## src/rtl/bus_xfer_pkg.sv

```systemverilog
// ============================================================================
// bus_xfer_pkg -- command op encodings and sequencer states for bus_xfer_engine
// Rev 1.0
// ============================================================================
`default_nettype none

package bus_xfer_pkg;

    localparam logic [1:0] OP_MOVE  = 2'd0;
    localparam logic [1:0] OP_LOADI = 2'd1;
    localparam logic [1:0] OP_MEMRD = 2'd2;
    localparam logic [1:0] OP_MEMWR = 2'd3;

    typedef enum logic [2:0] {
        ST_IDLE = 3'd0,
        ST_XFER = 3'd1,
        ST_MAR  = 3'd2,
        ST_MDRW = 3'd3,
        ST_WAIT = 3'd4,
        ST_WB   = 3'd5,
        ST_DONE = 3'd6
    } state_t;

endpackage

`default_nettype wire

```

## src/rtl/bus_regfile.sv

```systemverilog
// ============================================================================
// bus_regfile -- NREGS x DATA_W register file, R0 reads as zero,
// one synchronous write port and two combinational read ports
// Rev 1.0
// ============================================================================
`default_nettype none

module bus_regfile #(
    parameter int DATA_W = 32,
    parameter int NREGS  = 16,
    localparam int SEL_W = $clog2(NREGS)
) (
    input  logic              clk,
    input  logic              clr,
    input  logic              we,
    input  logic [SEL_W-1:0]  waddr,
    input  logic [DATA_W-1:0] wdata,
    input  logic [SEL_W-1:0]  raddr_a,
    output logic [DATA_W-1:0] rdata_a,
    input  logic [SEL_W-1:0]  raddr_b,
    output logic [DATA_W-1:0] rdata_b
);

    localparam logic [SEL_W:0] NREGS_LIM = (SEL_W+1)'(NREGS);

    logic [DATA_W-1:0] regs [NREGS];

    // Entry 0 is never written, so it stays at its reset value of zero.
    always_ff @(posedge clk or posedge clr) begin
        if (clr) begin
            for (int i = 0; i < NREGS; i++) regs[i] <= '0;
        end else if (we && (waddr != '0) && ({1'b0, waddr} < NREGS_LIM)) begin
            regs[waddr] <= wdata;
        end
    end

    function automatic logic [DATA_W-1:0] read_reg(input logic [SEL_W-1:0] sel);
        if ((sel == '0) || ({1'b0, sel} >= NREGS_LIM)) return '0;
        return regs[sel];
    endfunction

    assign rdata_a = read_reg(raddr_a);
    assign rdata_b = read_reg(raddr_b);

endmodule

`default_nettype wire

```

## src/rtl/bus_xfer_engine.sv

```systemverilog
// ============================================================================
// bus_xfer_engine -- single-bus register-transfer sequencer with MAR/MDR and
// req/ack memory port. Optional WAIT timeout: define MEM_TIMEOUT_EN.
// Rev 1.0
// ============================================================================
`default_nettype none

module bus_xfer_engine
    import bus_xfer_pkg::*;
#(
    parameter int DATA_W         = 32,
    parameter int NREGS          = 16,
    parameter int TIMEOUT_CYCLES = 64,
    localparam int SEL_W         = $clog2(NREGS)
) (
    input  logic              clk,
    input  logic              clr,
    input  logic              cmd_valid,
    output logic              cmd_ready,
    input  logic [1:0]        cmd_op,
    input  logic [SEL_W-1:0]  cmd_src,
    input  logic [SEL_W-1:0]  cmd_dst,
    input  logic [DATA_W-1:0] cmd_imm,
    output logic              rsp_valid,
    output logic              rsp_err,
    output logic              mem_req,
    output logic              mem_we,
    output logic [DATA_W-1:0] mem_addr,
    output logic [DATA_W-1:0] mem_wdata,
    input  logic              mem_ack,
    input  logic [DATA_W-1:0] mem_rdata,
    output logic [DATA_W-1:0] bus_out,
    input  logic [SEL_W-1:0]  rd_sel,
    output logic [DATA_W-1:0] rd_data
);

    localparam logic [SEL_W:0] NREGS_LIM = (SEL_W+1)'(NREGS);

    state_t            state, state_next;
    logic [1:0]        lat_op;
    logic [SEL_W-1:0]  lat_src, lat_dst, rf_raddr;
    logic [DATA_W-1:0] lat_imm, mar, mdr, bus, rf_rdata;
    logic              lat_err, accept, bad_sel, rf_we, timeout;

    assign accept   = (state == ST_IDLE) && cmd_valid;
    assign bad_sel  = ({1'b0, cmd_src} >= NREGS_LIM) || ({1'b0, cmd_dst} >= NREGS_LIM);
    // MEMWR reuses the dst select as its data register during MDRW.
    assign rf_raddr = (state == ST_MDRW) ? lat_dst : lat_src;

`ifdef MEM_TIMEOUT_EN
    localparam int CNT_W = $clog2(TIMEOUT_CYCLES + 1);
    localparam logic [CNT_W-1:0] CNT_LAST = CNT_W'(TIMEOUT_CYCLES - 1);

    logic [CNT_W-1:0] wait_cnt;

    always_ff @(posedge clk or posedge clr) begin
        if (clr)                               wait_cnt <= '0;
        else if ((state == ST_WAIT) && !mem_ack) wait_cnt <= wait_cnt + CNT_W'(1);
        else                                   wait_cnt <= '0;
    end

    // An ack in the last counted cycle suppresses the timeout.
    assign timeout = (state == ST_WAIT) && !mem_ack && (wait_cnt == CNT_LAST);
`else
    assign timeout = 1'b0;
`endif

    always_ff @(posedge clk or posedge clr) begin
        if (clr) state <= ST_IDLE;
        else     state <= state_next;
    end

    always_comb begin
        state_next = state;
        bus        = '0;
        rf_we      = 1'b0;
        cmd_ready  = 1'b0;
        rsp_valid  = 1'b0;
        rsp_err    = 1'b0;
        mem_req    = 1'b0;
        mem_we     = 1'b0;
        case (state)
            ST_IDLE: begin
                cmd_ready = 1'b1;
                if (cmd_valid) begin
                    if (bad_sel)                                      state_next = ST_DONE;
                    else if ((cmd_op == OP_MOVE) || (cmd_op == OP_LOADI)) state_next = ST_XFER;
                    else                                              state_next = ST_MAR;
                end
            end
            ST_XFER: begin
                bus        = (lat_op == OP_LOADI) ? lat_imm : rf_rdata;
                rf_we      = 1'b1;
                state_next = ST_DONE;
            end
            ST_MAR: begin
                bus        = rf_rdata;
                state_next = (lat_op == OP_MEMWR) ? ST_MDRW : ST_WAIT;
            end
            ST_MDRW: begin
                bus        = rf_rdata;
                state_next = ST_WAIT;
            end
            ST_WAIT: begin
                mem_req = 1'b1;
                mem_we  = (lat_op == OP_MEMWR);
                if (mem_ack)      state_next = (lat_op == OP_MEMRD) ? ST_WB : ST_DONE;
                else if (timeout) state_next = ST_DONE;
            end
            ST_WB: begin
                bus        = mdr;
                rf_we      = 1'b1;
                state_next = ST_DONE;
            end
            ST_DONE: begin
                rsp_valid  = 1'b1;
                rsp_err    = lat_err;
                state_next = ST_IDLE;
            end
            default: state_next = ST_IDLE;
        endcase
    end

    always_ff @(posedge clk or posedge clr) begin
        if (clr) begin
            lat_op  <= OP_MOVE;
            lat_src <= '0;
            lat_dst <= '0;
            lat_imm <= '0;
            lat_err <= 1'b0;
            mar     <= '0;
            mdr     <= '0;
        end else begin
            if (accept) begin
                lat_op  <= cmd_op;
                lat_src <= cmd_src;
                lat_dst <= cmd_dst;
                lat_imm <= cmd_imm;
                lat_err <= bad_sel;
            end
            if (state == ST_MAR)  mar <= bus;
            if (state == ST_MDRW) mdr <= bus;
            if ((state == ST_WAIT) && mem_ack && (lat_op == OP_MEMRD)) mdr <= mem_rdata;
            if (timeout) lat_err <= 1'b1;
        end
    end

    assign mem_addr  = mar;
    assign mem_wdata = mdr;
    assign bus_out   = bus;

    bus_regfile #(
        .DATA_W (DATA_W),
        .NREGS  (NREGS)
    ) u_regfile (
        .clk     (clk),
        .clr     (clr),
        .we      (rf_we),
        .waddr   (lat_dst),
        .wdata   (bus),
        .raddr_a (rf_raddr),
        .rdata_a (rf_rdata),
        .raddr_b (rd_sel),
        .rdata_b (rd_data)
    );

endmodule

`default_nettype wire

```

## config.mk

```make
export PLATFORM = sky130hd
export DESIGN_NAME = bus_xfer_engine
export DESIGN_NICKNAME = d
export VERILOG_FILES = /design/src/rtl/bus_xfer_pkg.sv /design/src/rtl/bus_regfile.sv /design/src/rtl/bus_xfer_engine.sv
export SDC_FILE = /design/constraint.sdc
export NUM_CORES = 2
export LEC_CHECK = 0
export BUFFER_PORTS_ARGS = -buffer_cell sky130_fd_sc_hd__buf_2
export CORE_ASPECT_RATIO = 1.4
export CORE_MARGIN = 4
export CORE_UTILIZATION = 57
export CTS_BUF_LIST = sky130_fd_sc_hd__clkbuf_4 sky130_fd_sc_hd__clkbuf_8
export CTS_CLUSTER_DIAMETER = 80
export DETAILED_ROUTE_END_ITERATION = 10
export GPL_TIMING_DRIVEN = 0
export MAX_ROUTING_LAYER = met4
export PLACE_DENSITY_LB_ADDON = 0.2
export SKIP_CTS_REPAIR_TIMING = 1
export SYNTH_ARGS = -nofsm -noshare
export SYNTH_HDL_FRONTEND = slang
export SYNTH_SLANG_ARGS = --single-unit
```

## constraint.sdc

```tcl
create_clock -name clk -period 19.2 [get_ports clk]
set_input_delay 0.96 -clock clk [delete_from_list [all_inputs] [get_ports clk]]
set_output_delay 0.96 -clock clk [all_outputs]
set_load 0.02 [all_outputs]
```

Word level (Yosys, flattened, before mapping)

Cells that the tools add are included.

Muxes and demuxes: 31
Equal/unequal tests: 12
Reduce and logical (&&, ||, !) cells: 15
Bitwise logic cells: 3
Magnitude comparators: 4

Operators with widths:

| kind                                                        | count |
|---|---|
| bitwise mux 512 bit                                         | 1 |
| 2-to-1 mux 32 bit                                           | 12 |
| binary-select mux 32 bit (select 4 bit)                     | 2 |
| demux 32 bit (select 4 bit)                                 | 1 |
| one-hot mux 32 bit (3 select lines)                         | 1 |
| greater-or-equal comparator 5 bit (second input constant)   | 3 |
| inverter 4 -> 5 bit                                         | 3 |
| one-hot mux 3 bit (5 select lines)                          | 1 |
| == test 3 bit (second input constant)                       | 3 |
| 2-to-1 mux 3 bit                                            | 3 |
| logical NOT 4 bit                                           | 2 |
| 2-to-1 mux 1 bit                                            | 7 |
| == test 3 x 2 -> 1 bit (second input constant)              | 2 |
| logical AND 1 bit                                           | 5 |
| less-than comparator 5 x 1 -> 1 bit (second input constant) | 1 |
| == test 2 x 1 -> 1 bit (second input constant)              | 2 |
| == test 2 bit (second input constant)                       | 2 |
| 2-to-1 mux 2 bit                                            | 2 |
| 2-to-1 mux 4 bit                                            | 1 |
| inequality test 2 bit (second input constant)               | 2 |
| nonzero test 4 bit                                          | 1 |
| OR reduction 2 bit                                          | 2 |
| == test 3 x 1 -> 1 bit (second input constant)              | 1 |
| logical NOT 3 bit                                           | 1 |
| other kinds (4)                                             | 4 |

Output and inout port bits: 133
Input port bits: 82
Word-level logic and storage cells: 88
Flip-flop bits (word level): 621

Longest topological paths before layout

Depth after elaboration: 11
Depth in mapped cells: 12

Cells and area by module

Synthesis repeated with hierarchy kept, for this count alone.

Cells, all modules: 2285
Area total of the unflattened synthesis: 30902.1 um^2

By module, submodules not included:

| module          | area an instance (um^2) | cells each | instances |
|---|---|---|---|
| bus_regfile     | 25202.9                 | 1821       | 1 |
| bus_xfer_engine | 5699.2                  | 464        | 1 |

Worst setup path after synthesis

Ideal clock, no wire load.

Path type: input -> output
From: input port rd_sel[0]
To: output port rd_data[16]
Stages on the path: 5
Data arrival time: 2992 ps
Data required time: 18240 ps
Setup slack: 15248 ps
Cells stage by stage: buf_2 buf_1 mux4_2 mux4_2 nor2b_1

Longest elaborated chain between the ends: 5

RTL lines:

| what                                                 | RTL line              | text |
|---|---|---|
| start: declaration                                   | bus_xfer_engine.sv:33 | `input logic [SEL_W-1:0] rd_sel,` |
| inverter 4 -> 5 bit (not written as such)            | bus_regfile.sv:39     | `return regs[sel];` |
| binary-select mux 32 bit (select 4 bit)              | bus_regfile.sv:39     |  |
| 2-to-1 mux 32 bit (not written as such) (2 in a row) | bus_regfile.sv:39     |  |
| 2-to-1 mux 32 bit *                                  | bus_regfile.sv:39     |  |
| end: declaration                                     | bus_xfer_engine.sv:34 | `output logic [DATA_W-1:0] rd_data` |

Every way passes the cells marked *; elsewhere a longest branch is shown, timed or not. The select of a mux whose other input is x is not followed.

Worst setup path in the final report

From: register state[1]
To: output port bus_out[13]

Longest elaborated chain between the ends: 9

RTL lines:

| what                                                 | RTL line                                     | text |
|---|---|---|
| start: declaration                                   | bus_xfer_engine.sv:39                        | `state_t state, state_next;` |
| start signal: assignment                             | bus_xfer_engine.sv:70                        | `else state <= state_next;` |
| == test 3 x 2 -> 1 bit                               | bus_xfer_engine.sv:48, bus_xfer_engine.sv:82 |  |
| 2-to-1 mux 4 bit                                     | bus_xfer_engine.sv:48                        | `assign rf_raddr = (state == ST_MDRW) ? lat_dst : lat_src;` |
| inverter 4 -> 5 bit (not written as such)            | bus_regfile.sv:39                            |  |
| binary-select mux 32 bit (select 4 bit)              | bus_regfile.sv:39                            |  |
| 2-to-1 mux 32 bit (not written as such) (2 in a row) | bus_regfile.sv:39                            |  |
| 2-to-1 mux 32 bit                                    | bus_regfile.sv:39                            |  |
| 2-to-1 mux 32 bit                                    | bus_xfer_engine.sv:92                        | `bus = (lat_op == OP_LOADI) ? lat_imm : rf_rdata;` |
| one-hot mux 32 bit (3 select lines) *                | bus_xfer_engine.sv:82                        | `case (state)` |
| end: declaration                                     | bus_xfer_engine.sv:32                        | `output logic [DATA_W-1:0] bus_out,` |

Marked as above.

==> metrics.md <==
| Metric | Value |
|---|---|
| Worst reg-to-reg setup slack | 14.35 ns |
| Initial drt markers | 5,499 |
| Die Span X | 214.5 µm |
| Flops & latches, synth | 621 |
| Initial antenna violation count | 13 |
| Largest net degree at the start of global routing | 131 |
| CP Class | reg -> out |
| Fin cells | 4,493 |
| Synth warn | 0 |
| Num CTS Buffers | 99 |
| Skew-Pair Late Insertion Delay | 0.77 ns |
| Worst VDD drop | 101.8 µV |
| Final setup vio count | 0 |
| Fin util | 65.40% |
| Worst Tran Pin Value | 1.497 ns |
| Top-area cell type share of the netlist area | 45.68% |
| Routability congestion estimate | 1.101 |
| PD cells | 181.9 mW/mm² |
| Crit Reg-Reg Endpoint | u_regfile.regs[237] |
| Fin Clk Skew | 0.04147 ns |
| Sequential area share after synthesis | 45.68% |
| Syn_nets | 3,420 |
| Fmax | 0.1522 GHz |
| Post-DP Area | 0.03618 mm² |
| Critical Path Start Type | register |
| CTS tree | yes |
| DP Wirelength | 121,400 µm |
| Synthesized area | 0.03402 mm² |
| Primary FF master, synth | dfrtp_1 |
| Top post-synthesis cells by area | dfrtp_1, mux4_2, a31oi_1, nor2_1, mux2i_1 |
| Dpl cells | 4,304 |
| Status | finished with violations |
| Vias per cell | 7.550 |
| Post-Layout Inst Area | 0.03849 mm² |
| Total GRT Usage | 51.89% |
| Ports | 215 |
| Clk buf depth | 3 |
| Minimum clock period | 6.570 ns |
| Gr ovfl total | 0 |
| Max transition margin | -0.8704% |
| Clock Sinks | 621 |
| Die area | 0.06371 mm² |
| Share of layout cells above drive strength 1 | 21.09% |
| Failing checks | capacitance limit, slew limit |
| First-pass GRT wire length | 231,700 µm |
| Lkg Pwr | 16.94 nW |
| Setup crit end kind | primary output |
| Final net count | 3,742 |
| Critical Path AT | 5.61 ns |
| Yosys cell types | 60 |
| Root Driver | clkbuf_8 |
| DR pass1 iterations | 9 |
| FF-to-FF path depth | 10 |
| Mean Syn Cell Area | 10.19 µm² |
| Max Slew Vio Count | 1 |
| Max Cap Viol | 4 |
| Post-DR wirelength/cell | 36.53 µm |
| Tcrit/Tclk final | 34.22% |
| # rows | 105 |
| Initial Util | 57.80% |
| Critical Path RT | 18.24 ns |
| Post-synthesis cell count | 3,338 |
| DRC viols | 0 |
| Vias in the first global route | 33.26k |
| Largest area contributor in the netlist | dfrtp_1 |
| Number of port buffers | 210 |
| DR vias | 33.92k |
| Async SR Flop Fraction | 100.0% |
| Post-synth EDFFs | 0 |
| Synth-to-layout area growth | 13.15% |
| Hold WC Path Type | in -> async |
| RSZ-0062 raised after global routing | false |
| CP Max Fanout | 11 |
| RR Startpoint | state[1] |
| Final count of hold timing violations | 0 |
| Antenna violation net count after detailed routing | 0 |
| # H-tree levels | 3 |
| Clk slew on worst S/H paths | 0.07 ns |
| Core area | 0.05886 mm² |
| Die height | 297.1 µm |
| DRT Wirelength | 164,200 µm |
[cells in the mapped netlist (2+ instances only)]
cell type    n
a2111oi_0   20
a211oi_1    84
a21oi_1    150
a22o_1       4
a22oi_1     43
a311oi_1    16
a31oi_1    406
a31oi_2      4
and2_1       4
and3_1       2
and3b_1      3
and4b_1      2
buf_1       26
buf_2       79
buf_4       25
buf_6       11
clkbuf_1   234
dfrtp_1    621
inv_1       58
mux2_2      46
mux2i_1    170
mux4_2     191
nand2_1    232
nand2b_1    38
nand3_1     25
nand3b_1     3
nand4_1     50
nand4_2      6
nor2_1     535
nor2b_1     40
nor3_1      11
nor3b_1      3
o211ai_2    12
o21ai_0    113
o21ai_1      3
o221ai_1    28
o22ai_1     14
o41ai_2      4
[logic make-up after synthesis]
kind of cell    count (synthesis)  share of synthesized area (%)
mux                           409                          19.28
compound gates                915                          17.38
buf+inv                       433                          5.587
other cells                     1                        0.01102
flops                         621                          45.68
simple gates                  959                          12.06
[how the worst max path moves through the flow]
| stage | startpoint | end | slack [ns] |
|---|---|---|---|
| after floorplan | clr | lat_dst[0] | 0.85 |
| after global placement | clr | u_regfile.regs[326] | -5.34 |
| after detailed placement | rd_sel[1] | rd_data[17] | 13.89 |
| after CTS | state[1] | bus_out[10] | 13.22 |
| after global routing | state[1] | bus_out[13] | 12.81 |
| final | state[1] | bus_out[13] | 12.63 |
[sequential cells by signal, summed over array words and instances (netlist names)]
name / cells
lat_dst: 4
lat_op: 2
lat_imm: 32
state: 3
mem_wdata: 32
mem_addr: 32
u_regfile.regs: 512
lat_src: 4
[report_power, final]
group,internal [W],switching [W]
Sequential,0.00178,0.000495
Combinational,0.00115,0.00227
Clock,0.000720,0.000584
Total,0.00365,0.00335
[critical path, cell delays in order (launching register included)]
cell and delay (ns):
dfrtp_1 0.47, nand3b_1 0.12, buf_4 0.23, buf_4 0.31, mux2i_1 1.19, buf_2 0.54, a21oi_1 0.07, o21ai_0 0.53
o211ai_2 0.70, buf_2 0.40, nand2_1 0.08, buf_2 0.17
[area by class of cell]
cell class                 instances  area [µm²]
sequential                       621       15540
antenna                           12       30.03
multi-input combinational       2284       16600
clock buffer                     152        1917
clock inverter                    21       307.8
inverter                          58       225.2
buffer                           375        1683
tap                              749       937.1
fill                            4945       20360
timing repair buffer             221        1249
[cell usage in the layout (no fill, tap or decap), types with 5 or more instances in the layout]
master     synthesis  layout
a2111oi_0         20      20
a211oi_1          84      84
a21oi_1          150     150
a22oi_1           43      43
a311oi_1          16      14
a31oi_1          406     406
buf_1             26      26
buf_16             0       5
buf_2             79     289
buf_4             25      27
buf_6             11      15
bufinv_16          0       6
clkbuf_1         234     234
clkbuf_4           0      28
clkbuf_8           0     124
clkinv_2           0       8
dfrtp_1          621     621
diode_2            0      12
inv_1             58      57
mux2_2            46      46
mux2i_1          170     170
mux4_2           191     191
nand2_1          232     232
nand2b_1          38      38
nand3_1           25      25
nand4_1           50      50
nand4_2            6       6
nor2_1           535     535
nor2b_1           40      40
nor3_1            11       9
o211ai_2          12      12
o21ai_0          113     113
o221ai_1          28      28
o22ai_1           14      14
[through the flow]
stage               setup TNS [ns]  hold slack (ns)  total power, W  worst slack [ns]
floorplan                        0           0.4246        0.004140            0.8497
global placement          -3243.76           0.4351        0.005356            -5.343
detailed placement               0           0.4465        0.005461             13.89
CTS                              0           0.2479        0.006741             13.22
global route                     0           0.2961        0.007160             12.81
finish                           0           0.2351        0.007001             12.63
[per-layer routing]
layer | routed length [µm] | track usage, % | vias up
li1 | - | - | 13030
met2 | 73340 | 77.85 | 3150
met5 | 0 | - | -
met4 | 22990 | 51.64 | 0
met1 | 48990 | 53.53 | 16490
met3 | 18830 | 14.83 | 1258
No activity file was read; power rests on OpenSTA's default activity.
